File: config.mk
export PLATFORM = sky130hd
export DESIGN_NAME = matmul_seq_ctrl
export DESIGN_NICKNAME = d
export VERILOG_FILES = /design/src/rtl/matmul_pkg.sv /design/src/rtl/matmul_mac.sv /design/src/rtl/matmul_seq_ctrl.sv
export SDC_FILE = /design/constraint.sdc
export NUM_CORES = 1
export LEC_CHECK = 0
export BUFFER_PORTS_ARGS = -buffer_cell sky130_fd_sc_hd__buf_4
export CAP_MARGIN = 20
export CORE_MARGIN = 2
export CORE_UTILIZATION = 25
export CTS_BUF_LIST = sky130_fd_sc_hd__clkbuf_16
export CTS_CLUSTER_SIZE = 20
export DETAILED_ROUTE_END_ITERATION = 6
export GPL_TIMING_DRIVEN = 0
export HOLD_SLACK_MARGIN = 0.02
export PLACE_DENSITY = 0.43
export SLEW_MARGIN = 10
export SYNTH_ARGS = -nofsm -noshare
export SYNTH_HDL_FRONTEND = slang
export SYNTH_SLANG_ARGS = --single-unit
File: constraint.sdc
create_clock -name clk -period 5.1 [get_ports clk]
set_input_delay 1.275 -clock clk [delete_from_list [all_inputs] [get_ports clk]]
set_output_delay 1.275 -clock clk [all_outputs]
set_load 0.02 [all_outputs]
File: src/rtl/matmul_pkg.sv
`default_nettype none
// ============================================================================
// Module      : matmul_pkg
// Description : Shared definitions for the matmul sequencer family: the
//               controller state encoding, the index-width helper and the
//               packed-element offset helper. Every matmul datapath variant
//               uses the same packing, with element (0,0) in the MSBs.
// Ports       : none (package)
// Config      : none
// Revision    : 1.0 - initial release
// ============================================================================
package matmul_pkg;

    typedef enum logic [1:0] {
        ST_IDLE = 2'd0,
        ST_RUN  = 2'd1,
        ST_DONE = 2'd2
    } state_t;

    // Width needed to hold the indices 0..n-1. A minimum of one bit keeps the
    // counters legal when n is small.
    function automatic int idx_width(input int n);
        return (n < 2) ? 1 : $clog2(n);
    endfunction

    // LSB position of element (r,c) inside an n x n matrix packed at dw bits
    // per element.
    function automatic int elem_lsb(input int r, input int c, input int n, input int dw);
        return (n * n - 1 - (r * n + c)) * dw;
    endfunction

endpackage
`default_nettype wire

File: src/rtl/matmul_mac.sv
`default_nettype none
// ============================================================================
// Module      : matmul_mac
// Description : Combinational multiply-accumulate for the matmul sequencer.
//               sum = (clear ? 0 : acc) + a*b, kept to DW bits.
// Ports       : clear - start a new dot product (ignore acc)
//               acc   - running partial sum, DW bits
//               a, b  - operands, DW bits each
//               sum   - new partial sum, DW bits
//               sat   - sum was clamped (present only with MATMUL_SAT_EN)
// Config      : MATMUL_SAT_EN - clamp the sum to 2^DW-1 instead of wrapping
// Revision    : 1.0 - initial release
// ============================================================================
module matmul_mac
    import matmul_pkg::*;
#(
    parameter int DW = 8
) (
    input  logic          clear,
    input  logic [DW-1:0] acc,
    input  logic [DW-1:0] a,
    input  logic [DW-1:0] b,
    output logic [DW-1:0] sum
`ifdef MATMUL_SAT_EN
    ,
    output logic          sat
`endif
);

    logic [DW-1:0] w_base;

    assign w_base = clear ? '0 : acc;

`ifdef MATMUL_SAT_EN
    // Full-precision sum: a DW-bit base plus a 2*DW-bit product needs one
    // extra bit so the comparison against the limit never overflows.
    localparam logic [2*DW:0] c_sum_max = {{(DW + 1){1'b0}}, {DW{1'b1}}};

    logic [2*DW-1:0] w_prod;
    logic [2*DW:0]   w_wide;

    always_comb begin
        w_prod = {{DW{1'b0}}, a} * {{DW{1'b0}}, b};
        w_wide = {{(DW + 1){1'b0}}, w_base} + {1'b0, w_prod};
        sat    = (w_wide > c_sum_max);
        sum    = sat ? {DW{1'b1}} : w_wide[DW-1:0];
    end
`else
    // Only the low DW bits of the product can reach a modulo-2^DW sum.
    logic [DW-1:0] w_prod;

    always_comb begin
        w_prod = a * b;
        sum    = w_base + w_prod;
    end
`endif

endmodule
`default_nettype wire

File: src/rtl/matmul_seq_ctrl.sv
`default_nettype none
// ============================================================================
// Module      : matmul_seq_ctrl
// Description : Sequencer for an N x N unsigned matrix multiply Res = A*B on
//               one shared MAC, one product per cycle. A and B are accepted
//               on a valid/ready handshake, i/j/k are walked row-major over
//               N^3 cycles, and Res is returned on a valid/ready handshake.
// Ports       : clk, resetn            - clock, synchronous active-low reset
//               in_valid/in_ready      - A/B handshake
//               A, B                   - packed operands, (0,0) in the MSBs
//               out_valid/out_ready    - Res handshake
//               Res                    - packed result, same packing
//               busy                   - job in RUN or DONE
//               sat_flag               - an element saturated (0 if disabled)
// Config      : MATMUL_SAT_EN - saturating accumulation with sticky sat_flag;
//               undefined: modulo-2^DW wrap, sat_flag tied low
// Revision    : 1.0 - initial release
// ============================================================================
module matmul_seq_ctrl
    import matmul_pkg::*;
#(
    parameter int N  = 2,
    parameter int DW = 8
) (
    input  logic              clk,
    input  logic              resetn,
    input  logic              in_valid,
    output logic              in_ready,
    input  logic [N*N*DW-1:0] A,
    input  logic [N*N*DW-1:0] B,
    output logic              out_valid,
    input  logic              out_ready,
    output logic [N*N*DW-1:0] Res,
    output logic              busy,
    output logic              sat_flag
);

    localparam int                c_iw       = idx_width(N);
    localparam int                c_mw       = N * N * DW;
    localparam logic [c_iw-1:0]   c_last_idx = c_iw'(N - 1);

    state_t            r_state;
    state_t            w_state_nxt;
    logic              w_accept;
    logic              w_last;

    logic [c_mw-1:0]   r_a;
    logic [c_mw-1:0]   r_b;
    logic [c_mw-1:0]   r_res;
    logic [c_iw-1:0]   r_i;
    logic [c_iw-1:0]   r_j;
    logic [c_iw-1:0]   r_k;
    logic [DW-1:0]     r_acc;

    logic [DW-1:0]     w_a_el;
    logic [DW-1:0]     w_b_el;
    logic [DW-1:0]     w_sum;
    logic              w_k_first;

`ifdef MATMUL_SAT_EN
    logic              r_sat;
    logic              w_sat;
`endif

    // ------------------------------------------------------------------
    // Control FSM
    // ------------------------------------------------------------------
    always_ff @(posedge clk) begin
        if (!resetn) begin
            r_state <= ST_IDLE;
        end else begin
            r_state <= w_state_nxt;
        end
    end

    // The final product of the job is the one with i, j and k all at N-1.
    assign w_last = (r_i == c_last_idx) && (r_j == c_last_idx) && (r_k == c_last_idx);

    always_comb begin
        w_state_nxt = r_state;
        in_ready    = 1'b0;
        out_valid   = 1'b0;
        busy        = 1'b0;
        w_accept    = 1'b0;
        case (r_state)
            ST_IDLE: begin
                in_ready = 1'b1;
                if (in_valid) begin
                    w_accept    = 1'b1;
                    w_state_nxt = ST_RUN;
                end
            end
            ST_RUN: begin
                busy = 1'b1;
                if (w_last) begin
                    w_state_nxt = ST_DONE;
                end
            end
            ST_DONE: begin
                busy      = 1'b1;
                out_valid = 1'b1;
                if (out_ready) begin
                    w_state_nxt = ST_IDLE;
                end
            end
            default: begin
                w_state_nxt = ST_IDLE;
            end
        endcase
    end

    // ------------------------------------------------------------------
    // MAC operand selection: A[i][k] and B[k][j]
    // ------------------------------------------------------------------
    assign w_a_el    = r_a[elem_lsb(int'(r_i), int'(r_k), N, DW) +: DW];
    assign w_b_el    = r_b[elem_lsb(int'(r_k), int'(r_j), N, DW) +: DW];
    assign w_k_first = (r_k == '0);

    matmul_mac #(
        .DW (DW)
    ) u_mac (
        .clear (w_k_first),
        .acc   (r_acc),
        .a     (w_a_el),
        .b     (w_b_el),
        .sum   (w_sum)
`ifdef MATMUL_SAT_EN
        ,
        .sat   (w_sat)
`endif
    );

    // ------------------------------------------------------------------
    // Operand, counter, accumulator and result registers
    // ------------------------------------------------------------------
    always_ff @(posedge clk) begin
        if (!resetn) begin
            r_a   <= '0;
            r_b   <= '0;
            r_res <= '0;
            r_i   <= '0;
            r_j   <= '0;
            r_k   <= '0;
            r_acc <= '0;
        end else if (w_accept) begin
            r_a   <= A;
            r_b   <= B;
            r_res <= '0;
            r_i   <= '0;
            r_j   <= '0;
            r_k   <= '0;
            r_acc <= '0;
        end else if (r_state == ST_RUN) begin
            r_acc <= w_sum;
            if (r_k == c_last_idx) begin
                // Dot product complete: commit element (i,j), advance j then i.
                r_res[elem_lsb(int'(r_i), int'(r_j), N, DW) +: DW] <= w_sum;
                r_k <= '0;
                if (r_j == c_last_idx) begin
                    r_j <= '0;
                    r_i <= (r_i == c_last_idx) ? '0 : r_i + c_iw'(1);
                end else begin
                    r_j <= r_j + c_iw'(1);
                end
            end else begin
                r_k <= r_k + c_iw'(1);
            end
        end
    end

`ifdef MATMUL_SAT_EN
    // Sticky across the whole job; only a new accept (or reset) clears it.
    always_ff @(posedge clk) begin
        if (!resetn) begin
            r_sat <= 1'b0;
        end else if (w_accept) begin
            r_sat <= 1'b0;
        end else if ((r_state == ST_RUN) && w_sat) begin
            r_sat <= 1'b1;
        end
    end

    assign sat_flag = r_sat;
`else
    assign sat_flag = 1'b0;
`endif

    assign Res = r_res;

endmodule
`default_nettype wire

==> results of run 1 <==
[state kept, by name, summed over array words and instances, names as in the netlist]
register  flops
r_a          32
r_b          32
Res          32
r_j           1
r_i           1
r_k           1
r_acc         8
r_state       2
[routing by layer]
layer	track usage, %	vias up	wire (um)
met4	4.14	0	220
met2	23.5	82	7790
met5	0	-	0
met3	2.55	13	587
met1	16.7	2182	7010
li1	-	2247	-
[critical path, delay by kind of cell (launching register included)]
family,cells,cell delay [ns]
compound gates,2,0.38
simple gates,2,0.13
xor+xnor,2,0.73
mux,1,0.28
fa+ha+maj,5,2.20
flops,1,0.32
buf+inv,7,0.73
[power breakdown]
part	internal, W	leakage, nW	switching (W)
Sequential	0.000955	0.889	0.0000579
Combinational	0.000352	1.91	0.000516
Clock	0.000395	0.155	0.000357
Total	0.00170	2.96	0.000931
[what timing repair did]
action / 4_1_cts / 5_1_grt
pin swaps: 3 / 10
endpoints found under the setup margin: 5 / 5
gates resized for setup: 8 / 22
gates cloned: 0 / 0
buffers inserted: 8 / 12
[synth_stat cells]
cell type and instances:
nor2_1 43, buf_4 1, o22ai_1 1, mux2i_1 7, nand2_1 166, nor4b_4 2
a21oi_1 3, xor2_1 1, fa_1 18, buf_2 4, ha_1 25, o21ai_0 1
conb_1 1, nor4_4 1, a21boi_0 64, o221a_2 1, xnor3_2 1, mux4_2 16
a22oi_1 32, nand2_2 2, nor3_2 1, and2_1 17, buf_1 4, dfxtp_1 109
xnor2_1 14, a211oi_1 1, xnor3_1 2, a21o_1 2, inv_1 38, clkbuf_1 21
buf_6 4
[cell usage in the layout, fill, tap and decap left out, drive strengths merged, types with 17 or more instances in the layout]
master / netlist / routed
a21boi: 64 / 64
a22oi: 32 / 32
and2: 17 / 17
buf: 13 / 133
clkbuf: 21 / 31
dfxtp: 109 / 109
fa: 18 / 18
ha: 25 / 25
inv: 38 / 42
nand2: 168 / 168
nor2: 43 / 43
[cells by family after synthesis]
family / share of synthesized area [%]
fa+ha+maj: 12.1
mux: 7.74
xor+xnor: 3.60
flops: 39.2
other cells: 0.0674
simple gates: 17.7
buf+inv: 5.56
compound gates: 14.0
[per-stage QoR]
step                      total power (W)  area, um2  utilization [%]  hold WS [ns]
after detailed placement          0.00184       6670             30.6         0.458
after CTS                         0.00263       7070             32.4         0.469
after global routing              0.00280       7270             33.3         0.484
after global placement            0.00183       6670             30.6         0.446
after floorplan                   0.00155       5560                -         0.440
final                             0.00263       7270             33.3         0.464
[worst max path at each step]
stage	from	endpoint	slack [ns]	cells past startpoint
6_report	r_k	Res[7]	0.18	19
5_1_grt	r_j	Res[23]	0.005	21
4_1_cts	r_j	Res[31]	0.03	16
3_5_place_dp	r_k	Res[31]	-0.41	17
3_3_place_gp	r_k	Res[31]	-0.40	17
2_1_floorplan	r_j	Res[31]	0.19	17
[area by class of cell]
type                    count  share of cell area, %
well taps                 280                   4.82
flip-flops and latches    109                   30.1
clock buffers               9                   3.10
repair buffers            121                   12.7
inverters                  38                   1.96
multi-input cells         422                   43.4
plain buffers              34                   2.67
clock inverters             7                   1.24
==> out/results.tsv, run 1 <==
stage	metric	value	unit
route	Iteration-0 DRC Markers	167	
clocking	clock sinks	109	
power	PD cells	362	mW/mm2
worst_setup_path	Worst setup EP type	register	
power	worst vdd ir	0.000168	V
worst_setup_path	critical path launch point type	register	
worst_setup_path	Reg2Reg Capture Point	Res[7]	
placed_design	placed instance count	984	
worst_hold_path	Hold EP	r_a[22]	
synthesis	post-synthesis sequential area ratio	39.2	%
worst_setup_path	CP required	5.34	ns
outcome	status	finished, final reports clean	
synthesis	Mapped Cells	603	
route	final wirelength	15.6	mm
clocking	CTS clk-pin slew, worst paths	0.08	ns
power	P_leak	2.96	nW
worst_setup_path	r2r setup slk	0.18	ns
worst_setup_path	Worst Path Max Fanout	6	
route	Residual DRC	0	
sta	Final period util	96.5	%
sta	Final Hold Viols	0	
global_routing	global-route wire length before repair	24.7	mm
cells_and_area	n_diodes	0	
sta	Worst Tran Pin Value	0.746	ns
sta	max_slew headroom	49.9	%
synthesis	Post-Syn Nets	714	
global_routing	gr ovfl total	0	
worst_hold_path	Hold Crit Start	r_a[22]	
synthesis	Synth area leaders	dfxtp_1 39%, nand2_1 11%, a21boi_0 8.6%, fa_1 6.5%, mux4_2 6.5%	
job	Max-Cap Viols	0	
worst_setup_path	CP cell instances	buf_8, buf_12, buf_12, mux4_2, buf_4, nand2_1, fa_2, fa_1, inv_1, fa_1, inv_1, fa_1, inv_1, ha_4, a21oi_2, xnor3_1, xnor3_2, a22oi_2, nor2_1	
route	via-per-instance ratio	4.44	
placed_design	HPWL after detailed placement	12.2	mm
global_routing	vias in the first global route	4697	
worst_hold_path	min-delay worst type	register to register	
global_routing	pin count of the biggest net entering global routing	21	
global_routing	Global Route Usage Sum	13.4	%
die	standard-cell rows	54	
sta	fin. max-slew vios	0	
clocking	Max clock buf depth	2	
clocking	CTS Buf Count	9	
synthesis	post-synth cell types	31	
die	# IOs	104	
die	total die area	0.0235	mm2
cells_and_area	Syn-to-layout area delta	30.7	%
sta	Period minus WS final	4.92	ns
synthesis	Synth warnings	0	
synthesis	share of the synthesized area in the top cell type	39.2	%
worst_setup_path	Crit-path slowest cell	fa_1	
sta	Sum Neg Setup Slack	0	ns
worst_setup_path	FF-to-FF path depth	19	
synthesis	FF+latch count, synth	109	
worst_setup_path	slowest stage delay, CP	0.55	ns
die	die span in x	153	um
sta	final setup vio count	0	
clocking	CTS Hold Buffers Added	0	
cells_and_area	filler cell count	2317	
global_routing	initial antenna violation count	0	
synthesis	syn_area_per_cell	9.22	um2
worst_setup_path	WP data arrival	5.16	ns
die	die height	153	um
die	CORE AREA	0.0218	mm2
route	Vias	4524	
clocking	CTS root buf	clkbuf_16	
cells_and_area	FF+latch area	0.00219	mm2
placed_design	Routability Congestion	0.769	
clocking	H-Tree Depth	3	
cells_and_area	share of layout cells above drive strength 1	25.7	%
clocking	CTS tree	done	
worst_hold_path	Hold Path Depth	2	
route	1st-pass router iterations	4	
placed_design	Buffers on Ports	101	
placed_design	pre-CTS setup slack	-0.407	ns
cells_and_area	fin nets	846	
cells_and_area	multi-input logic area	0.00316	mm2
route	routed len/inst	15.3	um
worst_setup_path	reg2reg start	r_k	
sta	skew final	0.0107	ns
sta	PnR worst setup slack	0.179	ns
cells_and_area	Layout Cells excl Fill	1020	
synthesis	area leader, netlist	dfxtp_1	
worst_setup_path	WS Path Type	register to register	
clocking	latest clock arrival within the worst-skew pair	0.36	ns
sta	f_max	0.203	GHz
route	Routed Antenna Nets	0	
synthesis	Synth Cell Area	0.00556	mm2
die	Initial Util	25.5	%
sta	RSZ-0062 raised after global routing	no	
Note: power is estimated with default switching activity, not from simulation.
==> inputs of run 2 (changes only) <==
GPL_TIMING_DRIVEN = unset   (was 0)
==> out/results.tsv, run 2 (synthesis gave the netlist of run 1 again) <==
stage	metric	value	unit	change
sta	PnR worst setup slack	0.268	ns	was 0.179 ns
worst_hold_path	Hold Crit Start	r_a[5]		was r_a[22]
job	Max-Cap Viols	0		unchanged
worst_setup_path	r2r setup slk	0.27	ns	was 0.18 ns
sta	max_slew headroom	41.1	%	was 49.9%
sta	fin. max-slew vios	0		unchanged
cells_and_area	final core utilization	32.4	%	was 33.3%
cells_and_area	n_diodes	0		unchanged
global_routing	Global Route Usage Sum	12.4	%	was 13.4%
route	Iteration-0 DRC Markers	199		was 167
sta	Sum Neg Setup Slack	0	ns	unchanged
sta	Period minus WS final	4.83	ns	was 4.92 ns
cells_and_area	Layout Cells excl Fill	990		was 1020
die	die height	153	um	unchanged
cells_and_area	most frequent cells in the layout	164 x nand2_1, 122 x buf_4, 106 x dfxtp_1, 64 x a21boi_0, 43 x nor2_1		was 163 x nand2_1, 120 x buf_4, 107 x dfxtp_1, 64 x a21boi_0, 43 x nor2_1
die	CORE AREA	0.0218	mm2	unchanged
power	total internal power	0.00163	W	was 0.00170 W
global_routing	vias in the first global route	4402		was 4697
outcome	status	finished, final reports clean		unchanged
power	worst vdd ir	0.000154	V	was 0.000168 V
clocking	clock sinks	109		unchanged
placed_design	pre-CTS setup slack	-0.0528	ns	was -0.407 ns
die	Initial Util	25.5	%	unchanged
clocking	CTS root buf	clkbuf_16		unchanged
worst_hold_path	Hold EP	r_a[5]		was r_a[22]
route	via-per-instance ratio	4.38		was 4.44
power	PD cells	355	mW/mm2	was 362 mW/mm2
die	standard-cell rows	54		unchanged
sta	f_max	0.207	GHz	was 0.203 GHz
worst_setup_path	CP required	5.32	ns	was 5.34 ns
route	Residual DRC	0		unchanged
worst_setup_path	critical path launch point type	register		unchanged
global_routing	global-route wire length before repair	23.3	mm	was 24.7 mm
power	net load switching power	0.000875	W	was 0.000931 W
sta	RSZ-0062 raised after global routing	no		unchanged
sta	Final period util	94.7	%	was 96.5%
clocking	CTS clk-pin slew, worst paths	0.07	ns	was 0.08 ns
clocking	H-Tree Depth	3		unchanged
worst_setup_path	reg2reg start	r_k		unchanged
cells_and_area	fin nets	816		was 846
sta	hold slack	0.466	ns	was 0.464 ns
clocking	CTS tree	done		unchanged
cells_and_area	share of layout cells above drive strength 1	25.5	%	was 25.7%
worst_hold_path	Hold Path Depth	2		unchanged
sta	skew final	0.00714	ns	was 0.0107 ns
worst_setup_path	Worst Path Max Fanout	7		was 6
cells_and_area	commonest non-fill, non-tap cell in the layout	nand2_1		unchanged
power	Reg power frac	40.7	%	was 38.5%
placed_design	Buffers on Ports	102		was 101
route	Vias	4338		was 4524
route	1st-pass router iterations	6		was 4
sta	Final Hold Viols	0		unchanged
sta	Worst Tran Pin Value	0.881	ns	was 0.746 ns
worst_setup_path	Reg2Reg Capture Point	Res[23]		was Res[7]
placed_design	HPWL after detailed placement	11.0	mm	was 12.2 mm
die	die span in x	153	um	unchanged
power	P_leak	2.90	nW	was 2.96 nW
power	clock network fraction of total power	27.2	%	was 28.6%
worst_setup_path	WS Path Type	register to register		unchanged
placed_design	placed instance count	964		was 984
clocking	Max clock buf depth	2		unchanged
route	Routed Antenna Nets	0		unchanged
worst_hold_path	min-delay worst type	register to register		unchanged
clocking	CTS Buf Count	9		unchanged
power	Switching Share	34.9	%	was 35.4%
sta	final setup vio count	0		unchanged
die	total die area	0.0235	mm2	unchanged
global_routing	gr ovfl total	0		unchanged
worst_setup_path	WP data arrival	5.05	ns	was 5.16 ns
die	# IOs	104		unchanged
cells_and_area	Syn-to-layout area delta	27.2	%	was 30.7%
worst_setup_path	Worst setup EP type	register		unchanged
route	routed len/inst	14.6	um	was 15.3 um
global_routing	pin count of the biggest net entering global routing	68		was 21
power	part of the power in combinational logic	32.1	%	was 33.0%
clocking	latest clock arrival within the worst-skew pair	0.36	ns	about the same
route	final wirelength	14.5	mm	was 15.6 mm
placed_design	Routability Congestion	0.802		was 0.769
worst_setup_path	FF-to-FF path depth	18		was 19
global_routing	initial antenna violation count	0		unchanged
clocking	CTS Hold Buffers Added	0		unchanged
run 2: cell count changes in the layout (fill, tap and decap cells not counted), sizes merged:
cell,previous run,this run
clkinv,2,3
clkbuf,31,10
bufinv,1,0
buf,133,124
run 2: layer usage:
layer  vias to the layer above  track usage [%]  wire length (um)
li1                       2179                -                 -
met1                      2080             17.0              7000
met2                        69             19.9              6830
met3                        10             2.89               476
met4                         0             3.04               157
met5                         -                0                 0
run 2: critical path: stages (launching register included):
cell and delay (ns):
dfxtp_4 0.39, buf_12 0.14, buf_4 0.11, mux4_2 0.54, nand2_1 0.12, fa_1 0.40
inv_1 0.09, fa_1 0.42, ha_1 0.29, inv_1 0.05, fa_1 0.52, inv_1 0.04
ha_1 0.32, a21o_1 0.18, a21oi_2 0.15, xnor3_1 0.22, xnor3_2 0.48, a22oi_2 0.18
nor2_1 0.05
run 2: power groups by stage:
stage / Clock (W) / Sequential (W) / Combinational (W)
3_3_place_gp: 0 / 0.00104 / 0.000757
5_1_grt: 0.000740 / 0.00103 / 0.000909
4_1_cts: 0.000707 / 0.00102 / 0.000769
6_report: 0.000682 / 0.00102 / 0.000806
2_1_floorplan: 0 / 0.00101 / 0.000537
3_5_place_dp: 0 / 0.00104 / 0.000763
run 2: how the worst max path moves through the flow:
stage	from	cells after the start	endpoint
after global routing	r_k	18	r_acc[7]
after global placement	r_j	15	Res[31]
final	r_k	18	Res[23]
after CTS	r_k	19	Res[15]
after floorplan	r_j	17	Res[31]
after detailed placement	r_j	15	Res[15]
run 2: cell type report:
class	count	area (um2)
clock buffer	9	225
clock inverter	7	60.1
fill	2298	14800
inverter	38	143
multi-input combinational	422	3120
sequential	109	2190
tap	280	350
timing repair buffer	125	981
run 2: timing repair:
item / CTS / global route
gates cloned: 0 / 1
pin swaps: 1 / 5
setup endpoints to repair: 5 / 5
resized for setup: 1 / 16
setup buffers: 0 / 8
run 2: through the flow:
stage | cell area (um2) | total power (W)
finish | 7070 | 0.00251
global route | 7070 | 0.00268
CTS | 6910 | 0.00249
detailed placement | 6630 | 0.00180
global placement | 6630 | 0.00180
floorplan | 5560 | 0.00155
